File: config.mk
export PLATFORM = sky130hd
export DESIGN_NAME = enc_share_sched_flat
export DESIGN_NICKNAME = d
export VERILOG_FILES = /design/src/rtl/enc_share_sched_pkg.sv /design/src/rtl/enc_share_sched_if.sv /design/src/rtl/enc_share_sched_rr_pick.sv /design/src/rtl/enc_share_sched.sv /design/src/flat_wrapper.sv
export SDC_FILE = /design/constraint.sdc
export NUM_CORES = 1
export LEC_CHECK = 0
export ABC_AREA = 1
export ABC_CLOCK_PERIOD_IN_PS = 4300
export CORE_UTILIZATION = 45
export CTS_BUF_LIST = sky130_fd_sc_hd__clkbuf_4 sky130_fd_sc_hd__clkbuf_8 sky130_fd_sc_hd__clkbuf_16
export DETAILED_ROUTE_END_ITERATION = 8
export GPL_ROUTABILITY_DRIVEN = 0
export HOLD_SLACK_MARGIN = 0.05
export PLACE_DENSITY = 0.76
export SETUP_SLACK_MARGIN = 0.3
export SLEW_MARGIN = 0
export SYNTH_ARGS = -nofsm -noshare
export SYNTH_HDL_FRONTEND = slang
export SYNTH_HIERARCHICAL = 1
export SYNTH_SLANG_ARGS = --single-unit
File: constraint.sdc
create_clock -name clk -period 4.3 [get_ports clk]
set_input_delay 0.86 -clock clk [delete_from_list [all_inputs] [get_ports clk]]
set_output_delay 0.86 -clock clk [all_outputs]
set_load 0.01 [all_outputs]
File: src/rtl/enc_share_sched_pkg.sv
// enc_pkg
//   Shared constants and helpers for the shared one-hot encode scheduler.
//   ENC_W      default binary code width
//   ENC_NREQ   default number of requesters
//   bin2onehot binary code -> 2**ENC_W-bit one-hot word
package enc_pkg;

    localparam int ENC_W    = 4;
    localparam int ENC_NREQ = 4;

    function automatic logic [2**ENC_W-1:0] bin2onehot(input logic [ENC_W-1:0] code);
        logic [2**ENC_W-1:0] onehot;
        onehot       = '0;
        onehot[code] = 1'b1;
        return onehot;
    endfunction

endpackage

File: src/rtl/enc_share_sched_if.sv
// enc_share_sched_if
//   Request and result bundle of the shared encode scheduler.
//   req_valid/req_data/req_mask/req_ready : per-requester accept handshake
//   out_valid/out_data/out_id/out_ready   : backpressured one-hot result port
//   stat_grants                           : saturating grant counter
//   modport master : the scheduler itself
//   modport slave  : the request sources and result consumer
interface enc_share_sched_if
    import enc_pkg::*;
#(
    parameter int NREQ = ENC_NREQ,
    parameter int W    = ENC_W,
    parameter int IDW  = $clog2(NREQ)
);

    logic [NREQ-1:0]   req_valid;
    logic [NREQ*W-1:0] req_data;
    logic [NREQ-1:0]   req_mask;
    logic [NREQ-1:0]   req_ready;
    logic              out_valid;
    logic [2**W-1:0]   out_data;
    logic [IDW-1:0]    out_id;
    logic              out_ready;
    logic [15:0]       stat_grants;

    modport master (
        input  req_valid, req_data, req_mask, out_ready,
        output req_ready, out_valid, out_data, out_id, stat_grants
    );

    modport slave (
        output req_valid, req_data, req_mask, out_ready,
        input  req_ready, out_valid, out_data, out_id, stat_grants
    );

endinterface

File: src/rtl/enc_share_sched_rr_pick.sv
// rr_pick
//   Combinational round-robin picker: first set bit of eligible found by
//   scanning upward from ptr with wrap.
//   eligible : candidate requesters
//   ptr      : highest-priority index for this cycle
//   gnt_idx  : chosen index (0 when gnt_any is low)
//   gnt_any  : at least one candidate present
module rr_pick #(
    parameter int NREQ = 4,
    parameter int IDW  = $clog2(NREQ)
) (
    input  logic [NREQ-1:0] eligible,
    input  logic [IDW-1:0]  ptr,
    output logic [IDW-1:0]  gnt_idx,
    output logic            gnt_any
);

    // Scan offsets from farthest to nearest so the nearest eligible index
    // (smallest offset from ptr) is the one left standing.
    always_comb begin
        int k;
        gnt_any = 1'b0;
        gnt_idx = '0;
        for (int i = NREQ - 1; i >= 0; i--) begin
            k = int'(ptr) + i;
            if (k >= NREQ) k = k - NREQ;
            if (eligible[k]) begin
                gnt_any = 1'b1;
                gnt_idx = IDW'(k);
            end
        end
    end

endmodule

File: src/rtl/enc_share_sched.sv
// enc_share_sched
//   Shares one binary-to-one-hot encode stage between NREQ requesters with
//   round-robin arbitration and a single registered, backpressured output.
//   clk  : clock, rising edge
//   rst  : synchronous active-low reset
//   bus  : request/result bundle (enc_share_sched_if.master)
module enc_share_sched
    import enc_pkg::*;
#(
    parameter int NREQ = ENC_NREQ,
    parameter int W    = ENC_W,
    parameter int IDW  = $clog2(NREQ)
) (
    input  logic                   clk,
    input  logic                   rst,
    enc_share_sched_if.master      bus
);

    logic [NREQ-1:0] eligible;
    logic            take;
    logic [IDW-1:0]  gnt_idx;
    logic            gnt_any;
    logic [W-1:0]    gnt_code;
    logic [2**W-1:0] onehot;
    logic [NREQ-1:0] ready_c;

    logic [IDW-1:0]  ptr;
    logic            out_valid_q;
    logic [2**W-1:0] out_data_q;
    logic [IDW-1:0]  out_id_q;
    logic [15:0]     stat_q;

    assign eligible = bus.req_valid & bus.req_mask;
    assign take     = !out_valid_q || bus.out_ready;

    rr_pick #(.NREQ(NREQ), .IDW(IDW)) u_pick (
        .eligible (eligible),
        .ptr      (ptr),
        .gnt_idx  (gnt_idx),
        .gnt_any  (gnt_any)
    );

    assign gnt_code = bus.req_data[int'(gnt_idx) * W +: W];

    if (W == ENC_W) begin : g_pkg_enc
        assign onehot = bin2onehot(gnt_code);
    end else begin : g_local_enc
        always_comb begin
            onehot           = '0;
            onehot[gnt_code] = 1'b1;
        end
    end

    // No accept strobe while reset is held: the register update is
    // discarded, so a handshake there would silently drop a request.
    always_comb begin
        ready_c = '0;
        if (rst && take && gnt_any) ready_c[gnt_idx] = 1'b1;
    end

    always_ff @(posedge clk) begin
        if (!rst) begin
            ptr         <= '0;
            out_valid_q <= 1'b0;
            out_data_q  <= '0;
            out_id_q    <= '0;
            stat_q      <= '0;
        end else if (take) begin
            if (gnt_any) begin
                out_valid_q <= 1'b1;
                out_data_q  <= onehot;
                out_id_q    <= gnt_idx;
                ptr         <= (gnt_idx == IDW'(NREQ - 1)) ? '0 : gnt_idx + 1'b1;
                if (stat_q != 16'hFFFF) stat_q <= stat_q + 16'd1;
            end else begin
                out_valid_q <= 1'b0;
            end
        end
    end

    assign bus.req_ready   = ready_c;
    assign bus.out_valid   = out_valid_q;
    assign bus.out_data    = out_data_q;
    assign bus.out_id      = out_id_q;
    assign bus.stat_grants = stat_q;

endmodule

File: src/flat_wrapper.sv
// flat-port wrapper written by rule: the top's interface ports become plain ports
module enc_share_sched_flat import enc_pkg::*;
#(
    parameter int NREQ = ENC_NREQ,
    parameter int W    = ENC_W,
    parameter int IDW  = $clog2(NREQ)
)
  (clk, rst, bus_req_valid, bus_req_data, bus_req_mask, bus_out_ready, bus_req_ready, bus_out_valid, bus_out_data, bus_out_id, bus_stat_grants);
  enc_share_sched_if #(.NREQ(NREQ), .W(W), .IDW(IDW)) bus_i ();
  input  logic clk;
  input  logic rst;
  input wire logic [$bits(bus_i.req_valid)-1:0] bus_req_valid;
  input wire logic [$bits(bus_i.req_data)-1:0] bus_req_data;
  input wire logic [$bits(bus_i.req_mask)-1:0] bus_req_mask;
  input wire logic [$bits(bus_i.out_ready)-1:0] bus_out_ready;
  output wire logic [$bits(bus_i.req_ready)-1:0] bus_req_ready;
  output wire logic [$bits(bus_i.out_valid)-1:0] bus_out_valid;
  output wire logic [$bits(bus_i.out_data)-1:0] bus_out_data;
  output wire logic [$bits(bus_i.out_id)-1:0] bus_out_id;
  output wire logic [$bits(bus_i.stat_grants)-1:0] bus_stat_grants;
  assign bus_i.req_valid = bus_req_valid;
  assign bus_i.req_data = bus_req_data;
  assign bus_i.req_mask = bus_req_mask;
  assign bus_i.out_ready = bus_out_ready;
  assign bus_req_ready = bus_i.req_ready;
  assign bus_out_valid = bus_i.out_valid;
  assign bus_out_data = bus_i.out_data;
  assign bus_out_id = bus_i.out_id;
  assign bus_stat_grants = bus_i.stat_grants;
  enc_share_sched #(.NREQ(NREQ), .W(W), .IDW(IDW)) u_core (.clk(clk), .rst(rst), .bus(bus_i));
endmodule
Yosys cells after proc, flatten, opt, wreduce, memory -nomap -nowiden
Cells that the tools add are included.
Widths: inputs -> output; s select.

word-level totals
  bits in registers = 37
  input bits = 27
  output and inout bits = 39

cells by class
  $add $sub $neg = 9
  order comparisons = 12
  equal/unequal tests = 2
  shift operators = 1
  multiplexer cells = 31
  bitwise logic cells = 1
  reductions and logical operators = 8

operators by type and width
  cell                   number
  $lt 32x4->1 const B    4
  $mux 32                4
  $ge 32x4->1 const B    1
  $sub 32x4->32 const B  1
  $add 16x1->16 const B  1
  $ne 16x16->1 const B   1
  $shiftx 16x5->4        1
  $mux 1                 15
  $mux 2                 5
  $bmux 1 s2             4
  $sub 3x3->4 const B    2
  $add 2x2->3 const B    2
  $ge 3x3->1 const B     2
  $lt 4x5->1 const B     1
  $and 4x4->4            1
  $demux 1 s4            1
  $ge 4x1->1 const B     1
  $logic_and 1x1->1      4
  $mux 4                 1
  $sub 2x3->4 const B    1
  $add 2x1->3 const B    1
  $ge 2x3->1 const B     1
  $lt 2x3->1 const B     1
  $reduce_and 3->1       1
  7 further kinds        7

Longest topological paths before layout
  depth after elaboration = 15
  gate-level depth with buffers = 21
  mapped depth without buffers = 20

Hierarchy
The synthesis kept the hierarchy.

modules (own cells, without submodules)
  module           times used  cells an instance  area each (µm²)  sequential area each (µm²)
  enc_share_sched  1           334                2122.0           740.7
  rr_pick          1           44                 215.2            0.0

Least setup slack after synthesis
Ideal clock, no wire load.

  path type = input -> output
  start point = input port bus_req_valid[1]
  end point = output port bus_req_ready[2]
  arrival = 2078 ps
  data required time = 3440 ps
  setup slack = 1362 ps
  cell stages on the path = 16
  buffers on the path = 1
  path through = nand2_1 > inv_1 > inv_1 > nand2_1 > and2_4 > nand2_2 > nand2_2 > inv_2 > nand2_1 > nand2_1 > nand2_1 > inv_2 > buf_6 > ha_1 > inv_1 > nor2_1

on the way
  cells in the longest elaborated chain, start to end = 13
  elaborated cells on any way between the ends = 28
  classes of those cells = order compare (2); mux (23); bitwise (1); reduce/logical (2)

RTL lines
  what                                                            line                           RTL
  start, declared                                                 flat_wrapper.sv:12             input wire logic [$bits(bus_i.req_valid)-1:0] bus_req_valid;
  $and 4x4->4 *                                                   enc_share_sched.sv:33          assign eligible = bus.req_valid & bus.req_mask;
  named net u_core.eligible[1]                                    enc_share_sched.sv:19          logic [NREQ-1:0] eligible;
  $bmux 1 s2                                                      enc_share_sched_rr_pick.sv:27  if (eligible[k]) begin
  $mux 1 (implied by the code) (2 in a row)                       enc_share_sched_rr_pick.sv:27
  $mux 2 (3 in a row)                                             enc_share_sched_rr_pick.sv:27
  $mux 2 *                                                        enc_share_sched_rr_pick.sv:27
  named net u_core.gnt_idx[0]                                     enc_share_sched.sv:21          logic [IDW-1:0] gnt_idx;
  $lt 2x3->1 (implied by the code) or $ge 2x1->1 (tied branches)  enc_share_sched.sv:58          if (rst && take && gnt_any) ready_c[gnt_idx] = 1'b1;
  $logic_and 1x1->1 (implied by the code)                         enc_share_sched.sv:58
  $mux 1 (implied by the code)                                    enc_share_sched.sv:58
  $demux 1 s2 *                                                   -
  $mux 4 *                                                        enc_share_sched.sv:58
  end, declared                                                   flat_wrapper.sv:16             output wire logic [$bits(bus_i.req_ready)-1:0] bus_req_ready;

Mark *: on every way through the listed nets, which the timed path passes. The rest lies on a longest branch. The select of a mux whose other input is x is not followed.

Final worst setup path
Ends and elaborated chain as after synthesis.

==> impl_metrics.toml <==
[outcome]
status = "complete, no violations"

[sta]
fin_hold_ws_ps = 466
period_share = 0.890
clock.fmax_mhz = 261
relSlewSlack = 0.564
fin_skew_ps = 7.97
rsz0062_at_grt = "no"
finalSetupViolCount = 0
finalSetupTns_ps = 0
hold_violations = 0
worstMarginPinSlew_ps = 653
timing.final.ws_setup_ps = 474
finalCriticalPeriod_ps = 3830
slew_violations = 0

[global_routing]
met3_usage = 0.0434
grt_first_pass_wirelength_mm = 9.03
grt_use_met1 = 0.254
antenna_found_initial = 0
use_met2 = 0.379
grt_pass1_vias = 2159
gr-total-overflow = 0
grt_most_used_layer = "met2"
track_usage = 0.214
grt_max_degree = 21

[cts]
clk_latency_ps = 290
cts-root-buf = "clkbuf_8"
cts.clk_slew.worst_paths_ps = 70
cts_buffer_depth = 2
htreeDepth = 2
cts_tree = "built"
cts_buffers = 5
cts_setup_buffers = 0
cts_sinks = 37

[synth]
yosys.area.top_type = "dfxtp_1"
synth_edf_count = 0
synth_most_common_cell = "nand2_1"
syn_inst = 378
synth_common_cells = "nand2_1 (109), nor2_1 (74), dfxtp_1 (37), inv_1 (35), nand3_1 (34)"
syn_area_sq_mm = 0.00234
synth_warnings = 6
synth_fp_nets = 410
synth.top_cell.area_share = 0.317
ys_seq_area_frac = 0.317
synthFlopType = "dfxtp_1"
synth_cell_types = 29
async_flop_share = 0
synth-seq-cells = 37
synth_area_leaders = "dfxtp_1 (32%), nand2_1 (18%), nor2_1 (12%), nand3_1 (7.3%), inv_1 (5.6%)"
syn_avg_cell_area_sq_um = 6.18

[placement]
dp_slack_ps = 318
dp_hpwl_mm = 4.21
post_dp_cell_area_sq_mm = 0.00303
port_buffers = 65

[setup_path]
arrival_ps = 2970
path_cells = "clkdlybuf4s50_1 > nand2_1 > inv_1 > inv_1 > nand2_1 > and2_4 > nand2_2 > nand2_2 > inv_2 > nand2_1 > nand2_1 > nand2_2 > clkinv_4 > ha_1 > inv_1 > nor2_1 > clkdlybuf4s50_1"
crit_fanout = 14
reg2reg_depth = 16
critPathBufInv = 7
cpMostUsedCell = "nand2_1"
path_class = "in -> out"
crit_path_start_kind = "primary input"
cp_top_family = "buffers and inverters"
cp.required_ps = 3440
worst_setup_path_end_kind = "output pin"
cp_slowest_cell = "clkdlybuf4s50_1"
slowest_delay_ps = 540
path_depth = 17
r2r_setup_slack_ps = 2080

[detailed_routing]
vias = 2431
route.detailed.drc = 0
drtPass1Iterations = 4
via_per_inst = 4.76
drt_iter0_markers = 91
detail-route-antenna-nets = 0
wl_per_cell_um = 10.7
routed_wirelength_mm = 5.46

[power_and_ir_drop]
clockPowerShare = 0.181
irDropWorstVdd_mv = 0.354
swShare = 0.439
power.internal_mw = 0.963
leakage_nw = 1.32
net-switching-power_mw = 0.752
pwr-share-seq = 0.268
power.density_mw_per_mm2 = 543
pwr-share-comb = 0.551

[floorplan]
start_util = 0.482
io_pins = 66
dieArea_sq_mm = 0.00549
die_w_um = 74.1
std_cell_rows = 25
core_region_area_sq_mm = 0.00485
die_y_um = 74.1

[hold_path]
hold_class = "reg -> reg"
hold_path_depth = 2

[layout]
drive_gt1_frac = 0.122
fin_util = 0.651
finish.instance_area_sq_mm = 0.00316
fin_nets = 475
diodes = 0
syn2layout_area_growth_pct = 35.1

[flow_run]
drv_cap = 0
## final timing paths
| path | from | to |
|---|---|---|
| max | bus_req_valid[1] | bus_req_ready[2] |
| min | u_core/bus.out_data[10]$_SDFFE_PN0P_ | u_core/bus.out_data[10]$_SDFFE_PN0P_ |
| max reg2reg | u_core/ptr[0]$_SDFFE_PN0P_ | u_core/bus.out_data[12]$_SDFFE_PN0P_ |
| min reg2reg | u_core/bus.out_data[10]$_SDFFE_PN0P_ | u_core/bus.out_data[10]$_SDFFE_PN0P_ |
## timing repair
| action | CTS | global route |
|---|---|---|
| endpoints found under the setup margin | 0 | 2 |
| endpoints found under the hold margin | 0 | 0 |
| hold buffers | 0 | 0 |
| resized for setup | 0 | 4 |
## layout by cell type (no fill, tap or decap)
master,n
a211oi_1,1
a21oi_1,21
a31oi_1,1
and2_4,1
buf_4,4
bufinv_16,1
clkbuf_8,6
clkdlybuf4s50_1,64
clkinv_4,1
clkinvlp_4,1
dfxtp_1,37
dlymetal6s2s_1,1
ha_1,5
inv_1,35
inv_2,8
inv_4,1
nand2_1,108
nand2_2,12
nand2_4,1
nand3_1,34
nand3_2,3
nand3b_1,1
nand4_4,1
nor2_1,74
nor2_2,7
nor2_4,6
nor3_1,2
o21ai_0,2
o21ai_1,3
o21ai_2,1
xor2_1,1
## per-stage QoR
| step | cells | power, mW |
|---|---|---|
| 2_1_floorplan | 378 | 1.12 |
| 3_3_place_gp | 503 | 1.39 |
| 3_5_place_dp | 503 | 1.40 |
| 4_1_cts | 511 | 1.73 |
| 5_1_grt | 511 | 1.86 |
| 6_report | 511 | 1.71 |
## registers in the layout, indices dropped and copies added, names as in the netlist
register                flops
u_core/bus.out_valid        1
u_core/ptr                  2
u_core/bus.out_id           2
u_core/bus.stat_grants     16
u_core/bus.out_data        16
## per-layer routing
layer,wire length [um],up-vias
met3,312,7
met4,70,0
met5,0,-
met1,2500,1070
met2,2580,60
li1,-,1294
## kinds of logic (layout without fill, tap and decap cells)
logic type	count (synthesis)	after routing	synth area share
DFF	37	37	0.317
buffers and inverters	56	122	0.105
and+or+nand+nor	250	250	0.482
AOI/OAI and AO/OA	29	29	0.0653
adders and majority gates	5	5	0.0268
xor gates and xnor gates	1	1	0.00375
## cell type report
class / count / area, sq um
clock buffers: 6 / 82.6
clock inverters: 2 / 37.5
fillers: 439 / 1690
inverters: 45 / 176
multi-input cells: 285 / 1350
flip-flops and latches: 37 / 741
well taps: 67 / 83.8
repair buffers: 69 / 683
## power groups by stage
stage               clock network (mW)  registers (mW)  logic [mW]
floorplan                            0           0.478       0.644
global placement                     0           0.465       0.921
detailed placement                   0           0.467       0.936
CTS                              0.323           0.461       0.944
global route                     0.331           0.469        1.06
finish                           0.310           0.460       0.944
## tightest hold or removal path: stages (launching register included)
cell     delay [ps]
dfxtp_1         310
nand2_1          60
a21oi_1          50
Note: power is estimated with default switching activity, not from simulation.
